**config.mk**
```make
export PLATFORM = sky130hd
export DESIGN_NAME = bcd_display_scan
export DESIGN_NICKNAME = d
export VERILOG_FILES = /design/src/rtl/bcd_disp_pkg.sv /design/src/rtl/bcd_seg_decode.sv /design/src/rtl/bcd_display_scan.sv
export SDC_FILE = /design/constraint.sdc
export NUM_CORES = 1
export LEC_CHECK = 0
export ABC_AREA = 1
export CORE_MARGIN = 4
export CORE_UTILIZATION = 58
export CTS_BUF_LIST = sky130_fd_sc_hd__clkbuf_8
export CTS_CLUSTER_DIAMETER = 40
export CTS_CLUSTER_SIZE = 14
export DETAILED_ROUTE_END_ITERATION = 10
export PLACE_DENSITY_LB_ADDON = 0.05
export SYNTH_ARGS = -nofsm -noshare
export SYNTH_HDL_FRONTEND = slang
export SYNTH_HIERARCHICAL = 1
export SYNTH_SLANG_ARGS = --single-unit
```
**constraint.sdc**
```tcl
create_clock -name clk -period 2.9 [get_ports clk]
set_input_delay 0.58 -clock clk [delete_from_list [all_inputs] [get_ports clk]]
set_output_delay 0.58 -clock clk [all_outputs]
set_load 0.05 [all_outputs]
```
**src/rtl/bcd_disp_pkg.sv**
```systemverilog
// Shared constants and types for the multiplexed 4-digit 7-segment display scanner.
// Segment patterns are {g,f,e,d,c,b,a}, active-low (common-anode display).
package bcd_disp_pkg;

  typedef logic [1:0] dig_idx_t;

  localparam logic [6:0] SEG_BLANK = 7'h7F;
  localparam logic [6:0] SEG_DASH  = 7'h3F;

  localparam logic [6:0] SEG_DIGIT [0:9] = '{
    7'h40, 7'h79, 7'h24, 7'h30, 7'h19,
    7'h12, 7'h02, 7'h78, 7'h00, 7'h10
  };

endpackage

```
**src/rtl/bcd_seg_decode.sv**
```systemverilog
// Combinational BCD nibble to active-low 7-segment pattern.
// Non-decimal nibbles (A-F) are shown as a dash.
module bcd_seg_decode
  import bcd_disp_pkg::*;
(
  input  logic [3:0] nibble,
  output logic [6:0] seg_n
);

  always_comb begin
    seg_n = SEG_DASH;
    case (nibble)
      4'd0: seg_n = SEG_DIGIT[0];
      4'd1: seg_n = SEG_DIGIT[1];
      4'd2: seg_n = SEG_DIGIT[2];
      4'd3: seg_n = SEG_DIGIT[3];
      4'd4: seg_n = SEG_DIGIT[4];
      4'd5: seg_n = SEG_DIGIT[5];
      4'd6: seg_n = SEG_DIGIT[6];
      4'd7: seg_n = SEG_DIGIT[7];
      4'd8: seg_n = SEG_DIGIT[8];
      4'd9: seg_n = SEG_DIGIT[9];
      default: seg_n = SEG_DASH;
    endcase
  end

endmodule

```
**src/rtl/bcd_display_scan.sv**
```systemverilog
// Multiplexed 4-digit scanner with tear-free frame-boundary commit and leading-zero blanking.
// Define DISP_BLANK_GAP_EN to turn all anodes off for GAP_CYCLES at the start of each slot.
module bcd_display_scan
  import bcd_disp_pkg::*;
#(
  parameter int PRESCALE   = 50000,
  parameter int GAP_CYCLES = 2
) (
  input  logic        clk,
  input  logic        rst,
  input  logic [15:0] bcd_in,
  input  logic        in_valid,
  output logic        in_ready,
  output logic [6:0]  seg_n,
  output logic [3:0]  an_n,
  output logic        frame_done
);

  localparam int PW = $clog2(PRESCALE);
`ifdef DISP_BLANK_GAP_EN
  localparam bit GAP_EN = 1'b1;
`else
  localparam bit GAP_EN = 1'b0;
`endif

  logic [PW-1:0] presc;
  dig_idx_t      dig_idx;
  logic [15:0]   disp;
  logic [15:0]   pend;
  logic          pend_full;

  logic          tick;
  logic          wrap;
  logic          accept;
  logic          gap;
  logic [3:0]    nib;
  logic          blank;
  logic [6:0]    seg_dec;

  assign tick     = (presc == PW'(PRESCALE - 1));
  assign wrap     = tick && (dig_idx == 2'd3);
  assign in_ready = ~pend_full;
  assign accept   = in_valid && ~pend_full;
  assign gap      = GAP_EN && (presc < PW'(GAP_CYCLES));

  // A digit is blanked when it and every more-significant digit are zero.
  always_comb begin
    nib   = disp[3:0];
    blank = 1'b0;
    case (dig_idx)
      2'd0: begin
        nib   = disp[3:0];
        blank = 1'b0;
      end
      2'd1: begin
        nib   = disp[7:4];
        blank = (disp[15:4] == 12'h000);
      end
      2'd2: begin
        nib   = disp[11:8];
        blank = (disp[15:8] == 8'h00);
      end
      default: begin
        nib   = disp[15:12];
        blank = (disp[15:12] == 4'h0);
      end
    endcase
  end

  bcd_seg_decode u_dec (
    .nibble (nib),
    .seg_n  (seg_dec)
  );

  always_ff @(posedge clk) begin
    if (rst) begin
      presc      <= '0;
      dig_idx    <= '0;
      disp       <= 16'h0000;
      pend       <= 16'h0000;
      pend_full  <= 1'b0;
      seg_n      <= SEG_BLANK;
      an_n       <= 4'hF;
      frame_done <= 1'b0;
    end else begin
      frame_done <= wrap;

      if (tick) begin
        presc   <= '0;
        dig_idx <= dig_idx + 2'd1;
      end else begin
        presc <= presc + PW'(1);
      end

      // Accept needs an empty pend and commit needs a full one, so they never coincide.
      if (accept) begin
        pend      <= bcd_in;
        pend_full <= 1'b1;
      end else if (wrap && pend_full) begin
        disp      <= pend;
        pend_full <= 1'b0;
      end

      seg_n <= blank ? SEG_BLANK : seg_dec;
      an_n  <= gap ? 4'hF : ~(4'b0001 << dig_idx);
    end
  end

endmodule
```
==> run summary <==
The logs give 0 for the quantity of hold-fixing buffers added after cts and 0.009019 ns for the final clock skew. Static leakage power: 0.001563 µW. Port buffering added 31 buffers.

For the via total after detailed routing, the log shows 2397. By count the netlist is led by nor2_1 (90), nand2_1 (83), dfxtp_1 (63). Initial antenna violation count: 0. The run gives 19.52% as the overall fraction of global-route tracks in use. TritonCTS built the clock tree.

Setup violations remaining at the end of the flow were counted as 0. The run finished with clean final reports. STA classifies the critical path endpoint as a flip-flop. The initial utilization of the core area, before any placement, comes to 60.26%. The synthesized design devotes to its leading area cell type 44.31% of total area. The post-synthesis average cell area is 7.188 µm². The setup slack after placement came out at 0.6253 ns. The largest fanout on the critical path is 4, and the count of cells resized by post-cts repair is 0.

Yosys instantiated no cell more often than nor2_1. The largest total area in the synthesized netlist belongs to dfxtp_1. The worst setup path is of the flip-flop to flip-flop kind. Counting every net in the synthesized netlist gives 426. The logs give 25 for the floorplan row count and 0.9357 for the placer congestion estimate. Compared with the post-synthesis result, the final layout area differs by 19.12%.

The logs give 396 for the gate count of the mapped netlist and 6093 µm² for the die outline area. In the finished design, the share of the clock period the worst path needs comes to 78.86%. The number of nets at the end of the flow came out at 459. For the overall routed net length, the log shows 5.302 mm. Counting flops and latches in the post-synthesis netlist gives 63. After synthesis, the share of flip-flops with an asynchronous set or reset is 0%. The final number of max-transition violations came out at 0. Family with the most delay on the worst path: compound AO/OA/AOI/OAI gates.

The die outline width came out at 78.06 µm. For this design the ratio of total power to cell area is 520.8 nW/µm². The logs give 0.6131 ns for the least setup slack across all paths after layout and 2 for the maximum root-to-sink buffer count.

The clock drives 63 sinks. The via count of the first global-routing pass was 2245. In the final routed layout, each cell accounts on average for 10.60 µm. The H-tree was split into 3 levels. In the routed design, unresolved DRC markers number 0. The buffering stage count on the worst path with inverters included was 3. Yosys mapped a number of flops with a built-in enable equal to 0. The first global-routing pass estimated 9.418 mm of wire. Setup repair after global routing left no endpoint under its margin. The tools report the fill cell instance count of the final layout as 419.

The tools report the required arrival time at the worst endpoint as 3.12 ns. The final number of hold-violating endpoints is 0. Multiplexer cells account for 0% of the synthesized area.

The clock reaches the later pin of the worst-skew pair after 0.34 ns. The cell that appears most often on the critical path is inv_1. Data on the critical path arrives at its endpoint at 2.51 ns.

Cells fill 71.79% of the core in the end. For this run, the register share of the synthesized area comes to 44.31%. For this run, the number of standard cells in the final layout without fillers is 500. After global routing the overflow that remains totals 0.

The count of antenna-violating nets left after detailed routing is 0. The clock-pin slew on the worst setup and hold paths was 0.06 ns; the final antenna diode count was 0. Synthesized-area fraction occupied by adder cells: 4.835%. The run gives 0.4462 ns as the final worst hold slack. In this run the standard cell core region covers 4723 µm².

Of the total synthesized cell area, the portion taken by XOR and XNOR cells is 1.231%. The count of different cell masters after synthesis was 32; the reported max-cap violation count was 0. The complex-gate fraction of the synthesized area was 7.780%. The number of top-level design ports is 32. Using the TritonRoute via totals, the vias-per-cell ratio works out to 4.794.

For the pin with the worst max-slew slack, the measured transition is 0.4973 ns. The main combinational cell family by area after synthesis was simple AND/OR/NAND/NOR gates. Of the cells placed in the final design, the portion with a size suffix greater than 1 is 7.159%. The first routing iteration left 91 violations. After synthesis the cells add up to 2846 µm².

The HPWL after detailed placement is 3.684 mm. The worst hold path class was flip-flop to flip-flop. Derived from the worst setup path, the maximum achievable clock frequency is 437.3 MHz. The tools report the startpoint type of the worst setup path as a flip-flop. The vertical die dimension came out at 78.06 µm. By area the synthesized netlist is led by dfxtp_1 (44%), nor2_1 (12%), nand2_1 (11%).

Shortest clock period the worst path allows after layout: 2.287 ns. Commonest register cell after synthesis: dfxtp_1. The number of clock buffers inserted by TritonCTS is 9. For this run, the slowest stage of the critical path takes 0.40 ns. Summed over all failing endpoints, the final setup total negative slack is 0 ns. On the critical path, the stage with the largest delay is an instance of o21ai_0.

The tools report the first-pass iteration count of the detailed router as 4. The critical path goes through inv_1 -> ha_1 -> inv_1 -> o22ai_1 -> a21oi_1 -> o21ai_0 -> inv_1 -> ha_1 -> nand2_1 -> nand3_1 -> nand2_1 -> nand3b_1. The logs give 364.6 µV for the largest vdd supply drop and 66.74% for the relative max-transition margin.

Largest net degree at the start of global routing: 47. After Yosys synthesis, and, or, nand and nor cells account for 33.23% of the synthesized area. Clock tree synthesis selected as its root buffer the cell clkbuf_8.

The yosys synthesis warning count is 6, and the number of post-CTS setup repair buffers is 0. The run gives 485 as the number of instances in the placed design.
sequential cells by signal, summed over array words and instances (netlist names):
name	flops
an_n	4
dig_idx	2
disp	16
frame_done	1
pend	16
pend_full	1
presc	16
seg_n	7
power by group:
group,switching (µW),total (µW),internal [µW]
registers,13.8,906,893
logic,61.4,109,47.7
clock network,316,750,434
total,392,1770,1370
cells in the final DEF, fill, tap and decap left out, drive strengths merged:
cell	n
nor2	93
nand2	85
dfxtp	63
inv	47
clkdlybuf4s50	31
o21ai	24
nand3	17
a21oi	13
ha	11
clkbuf	11
nand3b	7
nor3	6
o22ai	4
nand4	4
xor2	3
clkinv	3
buf	3
or2	2
nor4	1
xnor2	1
and3	1
nor3b	1
o211ai	1
bufinv	1
kinds of logic after synthesis:
kind of cell | count (synthesis)
adders and majority gates | 11
AOI/OAI and AO/OA | 42
xor gates and xnor gates | 4
buffers and inverters | 59
and+or+nand+nor | 217
DFF | 63
final cells by class:
cell class / count / area [µm²] / share of cell area [%]
flip-flops and latches: 63 / 1261 / 37.20
inverters: 47 / 176.4 / 5.203
clock inverters: 4 / 45.04 / 1.328
well taps: 67 / 83.83 / 2.472
clock buffers: 11 / 151.4 / 4.465
multi-input cells: 274 / 1340 / 39.52
repair buffers: 34 / 332.8 / 9.815
path summary, 6_finish.rpt:
kind | from | to | depth (start not counted) | slack [ns]
worst max-delay path | dig_idx[1]$_SDFFE_PP0P_ | seg_n[3]$_SDFF_PP1_ | 12 | 0.61
worst min-delay path | presc[0]$_SDFF_PP0_ | presc[0]$_SDFF_PP0_ | 1 | 0.45
worst max register to register | dig_idx[1]$_SDFFE_PP0P_ | seg_n[3]$_SDFF_PP1_ | 12 | 0.61
worst min register to register | presc[0]$_SDFF_PP0_ | presc[0]$_SDFF_PP0_ | 1 | 0.45
per-stage QoR:
step / total power [µW] / area (µm²)
after floorplan: 987.9 / 2846
after global placement: 1034 / 3194
after detailed placement: 1035 / 3194
after CTS: 1783 / 3391
after global routing: 1835 / 3391
final: 1766 / 3391
routing by layer:
layer | vias to the layer above | global-route usage [%] | part of all wire (%)
li1 | 1300 | - | -
met1 | 1039 | 23.32 | 49
met2 | 49 | 31.42 | 44
met3 | 9 | 3.899 | 4.8
met4 | 0 | 13.64 | 2.1
met5 | - | 0 | 0
(Power assumes the default switching activity.)
